--- src/rtl/toggle_activity_monitor.sv ---
// rtl/toggle_activity_monitor.sv - bit-toggle activity counter over fixed windows of valid samples
//
// Counts bit toggles between consecutive valid samples of din. After WIN
// counted transitions the window total is presented on res_count/res_valid
// and is held until the consumer takes it with res_ready.
//
// Optional feature macro: ACT_PEAK_EN (builds the peak_count tracker;
// otherwise peak_count is tied to 0).
//
// Ports:
//   clk        - single clock, rising edge
//   rst        - synchronous active-low reset
//   start      - pulse, begins a measurement (accepted only while idle)
//   stop       - pulse, aborts a measurement (wins over start)
//   din        - observed bus
//   din_valid  - sample qualifier for din
//   res_count  - toggle count of the last completed window
//   res_valid  - res_count valid
//   res_ready  - consumer accepts res_count when res_valid & res_ready
//   busy       - 1 while armed or counting
//   ovr        - sticky: a pending result was overwritten
//   win_idx    - completed windows since start, wraps
//   peak_count - largest res_count since start (0 without ACT_PEAK_EN)

module toggle_activity_monitor #(
   parameter int DW  = 16,
   parameter int WIN = 64,
   parameter int CW  = 24
) (
   input  logic          clk,
   input  logic          rst,
   input  logic          start,
   input  logic          stop,
   input  logic [DW-1:0] din,
   input  logic          din_valid,
   output logic [CW-1:0] res_count,
   output logic          res_valid,
   input  logic          res_ready,
   output logic          busy,
   output logic          ovr,
   output logic [7:0]    win_idx,
   output logic [CW-1:0] peak_count
);

   localparam int NW = (WIN > 2) ? $clog2(WIN) : 1;
   localparam logic [NW-1:0] N_LAST = NW'(WIN - 1);

   typedef enum logic [1:0] {
      IDLE  = 2'd0,
      ARM   = 2'd1,
      COUNT = 2'd2
   } state_t;

   state_t        state;
   logic [CW-1:0] acc;
   logic [NW-1:0] n;
   logic [DW-1:0] prev;

   logic [CW-1:0] toggles;
   logic [CW:0]   sum_wide;
   logic [CW-1:0] acc_next;
   logic          win_done;
   logic          start_ok;

   function automatic logic [CW-1:0] popcount(input logic [DW-1:0] v);
      logic [CW-1:0] c;
      c = '0;
      for (int i = 0; i < DW; i++) begin
         c = c + CW'(v[i]);
      end
      return c;
   endfunction

   always_comb begin
      toggles  = popcount(din ^ prev);
      sum_wide = {1'b0, acc} + {1'b0, toggles};
      // Saturate rather than wrap so an undersized CW reads as "full".
      acc_next = sum_wide[CW] ? {CW{1'b1}} : sum_wide[CW-1:0];
      win_done = (state == COUNT) && din_valid && !stop && (n == N_LAST);
      start_ok = (state == IDLE) && start && !stop;
   end

   always_ff @(posedge clk) begin
      if (!rst) begin
         state     <= IDLE;
         busy      <= 1'b0;
         acc       <= '0;
         n         <= '0;
         prev      <= '0;
         res_count <= '0;
         res_valid <= 1'b0;
         ovr       <= 1'b0;
         win_idx   <= 8'd0;
      end else begin
         // Consumer handshake; a result load below overrides this clear.
         if (res_valid && res_ready) begin
            res_valid <= 1'b0;
         end

         case (state)
            IDLE: begin
               if (start_ok) begin
                  state   <= ARM;
                  busy    <= 1'b1;
                  acc     <= '0;
                  n       <= '0;
                  ovr     <= 1'b0;
                  win_idx <= 8'd0;
               end
            end

            ARM: begin
               if (stop) begin
                  state <= IDLE;
                  busy  <= 1'b0;
               end else if (din_valid) begin
                  // First sample only seeds the reference value.
                  prev  <= din;
                  state <= COUNT;
               end
            end

            COUNT: begin
               if (stop) begin
                  state <= IDLE;
                  busy  <= 1'b0;
                  acc   <= '0;
                  n     <= '0;
               end else if (din_valid) begin
                  prev <= din;
                  if (win_done) begin
                     res_count <= acc_next;
                     res_valid <= 1'b1;
                     acc       <= '0;
                     n         <= '0;
                     win_idx   <= win_idx + 8'd1;
                     if (res_valid && !res_ready) begin
                        ovr <= 1'b1;
                     end
                  end else begin
                     acc <= acc_next;
                     n   <= n + 1'b1;
                  end
               end
            end

            default: begin
               state <= IDLE;
               busy  <= 1'b0;
            end
         endcase
      end
   end

`ifdef ACT_PEAK_EN
   logic [CW-1:0] peak_q;

   always_ff @(posedge clk) begin
      if (!rst) begin
         peak_q <= '0;
      end else if (start_ok) begin
         peak_q <= '0;
      end else if (win_done && (acc_next > peak_q)) begin
         peak_q <= acc_next;
      end
   end

   assign peak_count = peak_q;
`else
   assign peak_count = '0;
`endif

endmodule

--- config.mk ---
export PLATFORM = sky130hd
export DESIGN_NAME = toggle_activity_monitor
export DESIGN_NICKNAME = d
export VERILOG_FILES = /design/src/rtl/toggle_activity_monitor.sv
export SDC_FILE = /design/constraint.sdc
export NUM_CORES = 1
export LEC_CHECK = 0
export CAP_MARGIN = 10
export CELL_PAD_IN_SITES_DETAIL_PLACEMENT = 1
export CELL_PAD_IN_SITES_GLOBAL_PLACEMENT = 1
export CORE_MARGIN = 8
export CORE_UTILIZATION = 43
export DETAILED_ROUTE_END_ITERATION = 8
export GPL_TIMING_DRIVEN = 0
export HOLD_SLACK_MARGIN = 0.02
export PLACE_DENSITY_LB_ADDON = 0.15
export SLEW_MARGIN = 10
export SYNTH_ARGS = -nofsm -noshare
export SYNTH_HDL_FRONTEND = slang
export SYNTH_SLANG_ARGS = --single-unit
--- constraint.sdc ---
create_clock -name clk -period 9.75 [get_ports clk]
set_clock_uncertainty 0.15 [all_clocks]
set_input_delay 1.4625 -clock clk [delete_from_list [all_inputs] [get_ports clk]]
set_output_delay 1.4625 -clock clk [all_outputs]
set_load 0.05 [all_outputs]
==> summary.txt <==
Routing
  • First-iteration detailed-routing DRC count: 245
  • Number of optimization iterations in the first detailed-route pass: 4
  • Vias after detailed routing: 4438
  • Avg WL per Cell: 18.4 µm
  • Post-detailed-route DRC marker count: 0
  • Avg Vias per Cell: 5.49
  • Sum of routed wire length over all layers: 14.8 mm
  • Number of nets with antenna violations after detailed routing: 0

GRT
  • Largest net degree at the start of global routing: 14
  • Global-route usage over all layers: 20.0%
  • Total grt overflow: 0
  • Antenna violations before repair: 0
  • Via count of the first global-routing pass: 4733
  • First-pass GRT wire length: 23.7 mm

Final layout
  • Number of antenna diodes: 0
  • Signed area change from the synthesized netlist to the final layout: 21.6%
  • Share of the core filled with cells in the final layout: 54.0%
  • Net count of the finished layout: 710
  • Summed area of non-filler cells in the final layout: 5880 µm²
  • Share of post-route cells with drive strength above 1: 9.43%

Place
  • Quantity of I/O buffers inserted on ports: 54
  • DP HPWL: 11.3 mm
  • Final RePlAce weighted congestion: 0.917
  • Area after DPL: 5630 µm²

Logic synthesis
  • Dominant register cell in the synthesized netlist: sky130_fd_sc_hd__dfxtp_1
  • Average size of a mapped cell: 8.40 µm²
  • Area of the mapped netlist: 4830 µm²
  • Sequential fraction of the synthesis area: 34.4%
  • Share of Yosys cell area claimed by the top area cell type: 34.4%
  • Number of standard cells after synthesis: 575
  • Yosys top cell by area: sky130_fd_sc_hd__dfxtp_1
  • Yosys warns: 0
  • Most used standard cells in the synthesized netlist: 83 x sky130_fd_sc_hd__dfxtp_1, 64 x sky130_fd_sc_hd__nand2_1, 59 x sky130_fd_sc_hd__a21oi_1, 36 x sky130_fd_sc_hd__nor2_1, 36 x sky130_fd_sc_hd__o21ai_0
  • Post-synthesis async set-or-reset flop share: 0%
  • Synth cell types: 68
  • Number of enable flip-flop cells after synthesis: 0
  • Synth area leaders: sky130_fd_sc_hd__dfxtp_1 34%, sky130_fd_sc_hd__a21oi_1 6.1%, sky130_fd_sc_hd__fa_1 5.0%
  • Flop and latch count out of synthesis: 83
  • Cell with the most instances after synthesis: sky130_fd_sc_hd__dfxtp_1

Timing
  • RSZ-0062 raised after global routing: false
  • Final min period: 6.59 ns
  • Upper clock frequency limit: 152 MHz
  • Relative slew slack: 42.9%
  • Post-route clock period utilization: 67.6%
  • Setup_tns: 0 ns
  • Slew at the pin with the worst max-slew slack: 0.835 ns
  • Final hold violations: 0
  • Final-report setup violation count: 0
  • Max-slew violation total from the final report: 0

CTS
  • Post-CTS setup buffer count: 0
  • H-tree lvl count: 3
  • Post_cts resized: 0
  • Cell at the root of the clock tree: sky130_fd_sc_hd__clkbuf_8
  • Insertion delay to the later sink of the worst-skew pair: 0.38 ns
  • Clock slew at the register clock pins of the worst setup and hold paths: 0.08 ns
  • Cts hold-fix bufs: 0
  • Sinks on Clock Net: 83
  • CTS Buf Count: 9
  • Clock tree from TritonCTS: done
  • Max clock buf depth: 2

Setup path
  • Maximum net fanout on the critical path: 10
  • Critical Path Start Type: input pin
  • Endpoint class of the critical path: register
  • Worst endpoint data arrival time: 6.69 ns
  • Worst Setup Path Type: input pin to register
  • Data required time at the worst endpoint: 9.86 ns

Worst hold path
  • Classification of the worst-slack hold path: register to register

Pwr
  • Net switching share of the total power: 31.7%
  • P_int: 606 µW
  • Peak supply drop: 0.0828 mV
  • PwrDens: 151 nW/µm²
  • Portion of total power attributed to combinational logic: 26.4%
  • Power dissipated by switching net loads: 282 µW
  • Leakage power: 2.31 nW
  • Share of total power in the clock network: 34.9%
  • Sequential fraction of design power: 38.7%
  • Overall power after layout: 888 µW

Floorplanning
  • Num ports: 81
  • Starting density of the core: 44.4%
  • Placeable core area: 10900 µm²
  • Die boundary height: 122 µm
  • Die Area: 14900 µm²
  • Horizontal die dimension: 122 µm
  • Row count: 38

Flow run
  • Count of maximum capacitance violations: 0

Outcome
  • Status: finished clean
-- sequential cells by signal (all words and copies together), names as in the netlist --
| name | flops |
|---|---|
| prev | 16 |
| n | 6 |
| ovr | 1 |
| res_valid | 1 |
| win_idx | 8 |
| busy | 1 |
| acc | 24 |
| state | 2 |
| res_count | 24 |
-- power by group through the flow --
stage / registers, mW / logic [mW] / clock network [mW]
2_1_floorplan: 0.352 / 0.174 / 0
3_3_place_gp: 0.351 / 0.224 / 0
6_report: 0.343 / 0.235 / 0.310
4_1_cts: 0.343 / 0.237 / 0.315
3_5_place_dp: 0.351 / 0.232 / 0
5_1_grt: 0.344 / 0.263 / 0.329
-- cells in the final DEF, fill, tap and decap left out, types with 3 or more instances in the layout --
| cell type | count |
|---|---|
| sky130_fd_sc_hd__a211oi_1 | 3 |
| sky130_fd_sc_hd__a21o_1 | 3 |
| sky130_fd_sc_hd__a21oi_1 | 59 |
| sky130_fd_sc_hd__a22oi_1 | 3 |
| sky130_fd_sc_hd__a311oi_1 | 3 |
| sky130_fd_sc_hd__a31oi_1 | 6 |
| sky130_fd_sc_hd__and2_1 | 6 |
| sky130_fd_sc_hd__and3_1 | 5 |
| sky130_fd_sc_hd__and4_1 | 5 |
| sky130_fd_sc_hd__buf_2 | 8 |
| sky130_fd_sc_hd__buf_4 | 27 |
| sky130_fd_sc_hd__bufinv_16 | 3 |
| sky130_fd_sc_hd__clkbuf_1 | 22 |
| sky130_fd_sc_hd__clkbuf_8 | 10 |
| sky130_fd_sc_hd__clkdlybuf4s50_1 | 54 |
| sky130_fd_sc_hd__conb_1 | 24 |
| sky130_fd_sc_hd__dfxtp_1 | 83 |
| sky130_fd_sc_hd__fa_1 | 12 |
| sky130_fd_sc_hd__ha_1 | 13 |
| sky130_fd_sc_hd__inv_1 | 26 |
| sky130_fd_sc_hd__nand2_1 | 64 |
| sky130_fd_sc_hd__nand2b_1 | 3 |
| sky130_fd_sc_hd__nand3_1 | 11 |
| sky130_fd_sc_hd__nand4_1 | 14 |
| sky130_fd_sc_hd__nor2_1 | 36 |
| sky130_fd_sc_hd__nor2b_1 | 6 |
| sky130_fd_sc_hd__nor3_1 | 8 |
| sky130_fd_sc_hd__o2111ai_1 | 6 |
| sky130_fd_sc_hd__o211ai_1 | 3 |
| sky130_fd_sc_hd__o21a_1 | 3 |
| sky130_fd_sc_hd__o21ai_0 | 36 |
| sky130_fd_sc_hd__o22ai_1 | 4 |
| sky130_fd_sc_hd__o2bb2ai_1 | 4 |
| sky130_fd_sc_hd__o31a_1 | 3 |
| sky130_fd_sc_hd__or3_1 | 7 |
| sky130_fd_sc_hd__xnor2_1 | 13 |
| sky130_fd_sc_hd__xor2_1 | 27 |
-- area by class of cell --
class / instances / area [µm²]
buffer: 56 / 338
clock buffer: 12 / 145
clock inverter: 4 / 97.6
fill: 1334 / 5010
inverter: 27 / 101
multi-input combinational: 432 / 2820
sequential: 83 / 1660
tap: 140 / 175
timing repair buffer: 54 / 541
-- metrics by stage --
step | std cells | setup WS, ns | hold WS [ns]
2_1_floorplan | 598 | 3.96 | 0.282
3_3_place_gp | 792 | 2.88 | 0.297
3_5_place_dp | 792 | 2.82 | 0.310
4_1_cts | 808 | 3.18 | 0.327
5_1_grt | 808 | 2.87 | 0.346
6_report | 808 | 3.16 | 0.321
-- per-layer routing --
layer	up-vias	wire length (µm)	global-route usage, %
met4	0	221	7.17
met5	-	0	0
met3	19	770	3.93
met2	100	7600	36.3
li1	2159	-	-
met1	2160	6250	22.8
-- worst paths after layout --
| check | start | to | slack [ns] | cells after the start |
|---|---|---|---|---|
| worst min register to register | acc[2]$_SDFFE_PN0P_ | acc[2]$_SDFFE_PN0P_ | 0.32 | 1 |
| worst min-delay path | acc[2]$_SDFFE_PN0P_ | acc[2]$_SDFFE_PN0P_ | 0.32 | 1 |
| worst max register to register | prev[2]$_SDFFE_PN0P_ | res_count[5]$_SDFFE_PN0P_ | 4.43 | 16 |
| worst max-delay path | din[2] | res_count[5]$_SDFFE_PN0P_ | 3.16 | 17 |
-- critical path: stages --
cell,delay [ns]
sky130_fd_sc_hd__clkdlybuf4s50_1,0.53
sky130_fd_sc_hd__xor2_1,0.23
sky130_fd_sc_hd__fa_1,0.48
sky130_fd_sc_hd__fa_1,0.53
sky130_fd_sc_hd__fa_1,0.55
sky130_fd_sc_hd__inv_1,0.06
sky130_fd_sc_hd__fa_1,0.56
sky130_fd_sc_hd__fa_1,0.20
sky130_fd_sc_hd__inv_1,0.07
sky130_fd_sc_hd__fa_1,0.43
sky130_fd_sc_hd__a21oi_1,0.29
sky130_fd_sc_hd__o22ai_1,0.23
sky130_fd_sc_hd__and4_1,0.23
sky130_fd_sc_hd__buf_2,0.19
sky130_fd_sc_hd__nor2_2,0.27
sky130_fd_sc_hd__buf_2,0.28
sky130_fd_sc_hd__a21oi_1,0.09
-- logic make-up after synthesis --
group,count (synthesis),share of synthesized area (%)
simple gates,179,18.7
other cells,1,0.0776
xor+xnor,40,7.25
flops,83,34.4
compound gates,163,21.9
fa+ha+maj,25,8.34
buf+inv,83,9.09
mux,1,0.207
Note: power is estimated with default switching activity, not from simulation.
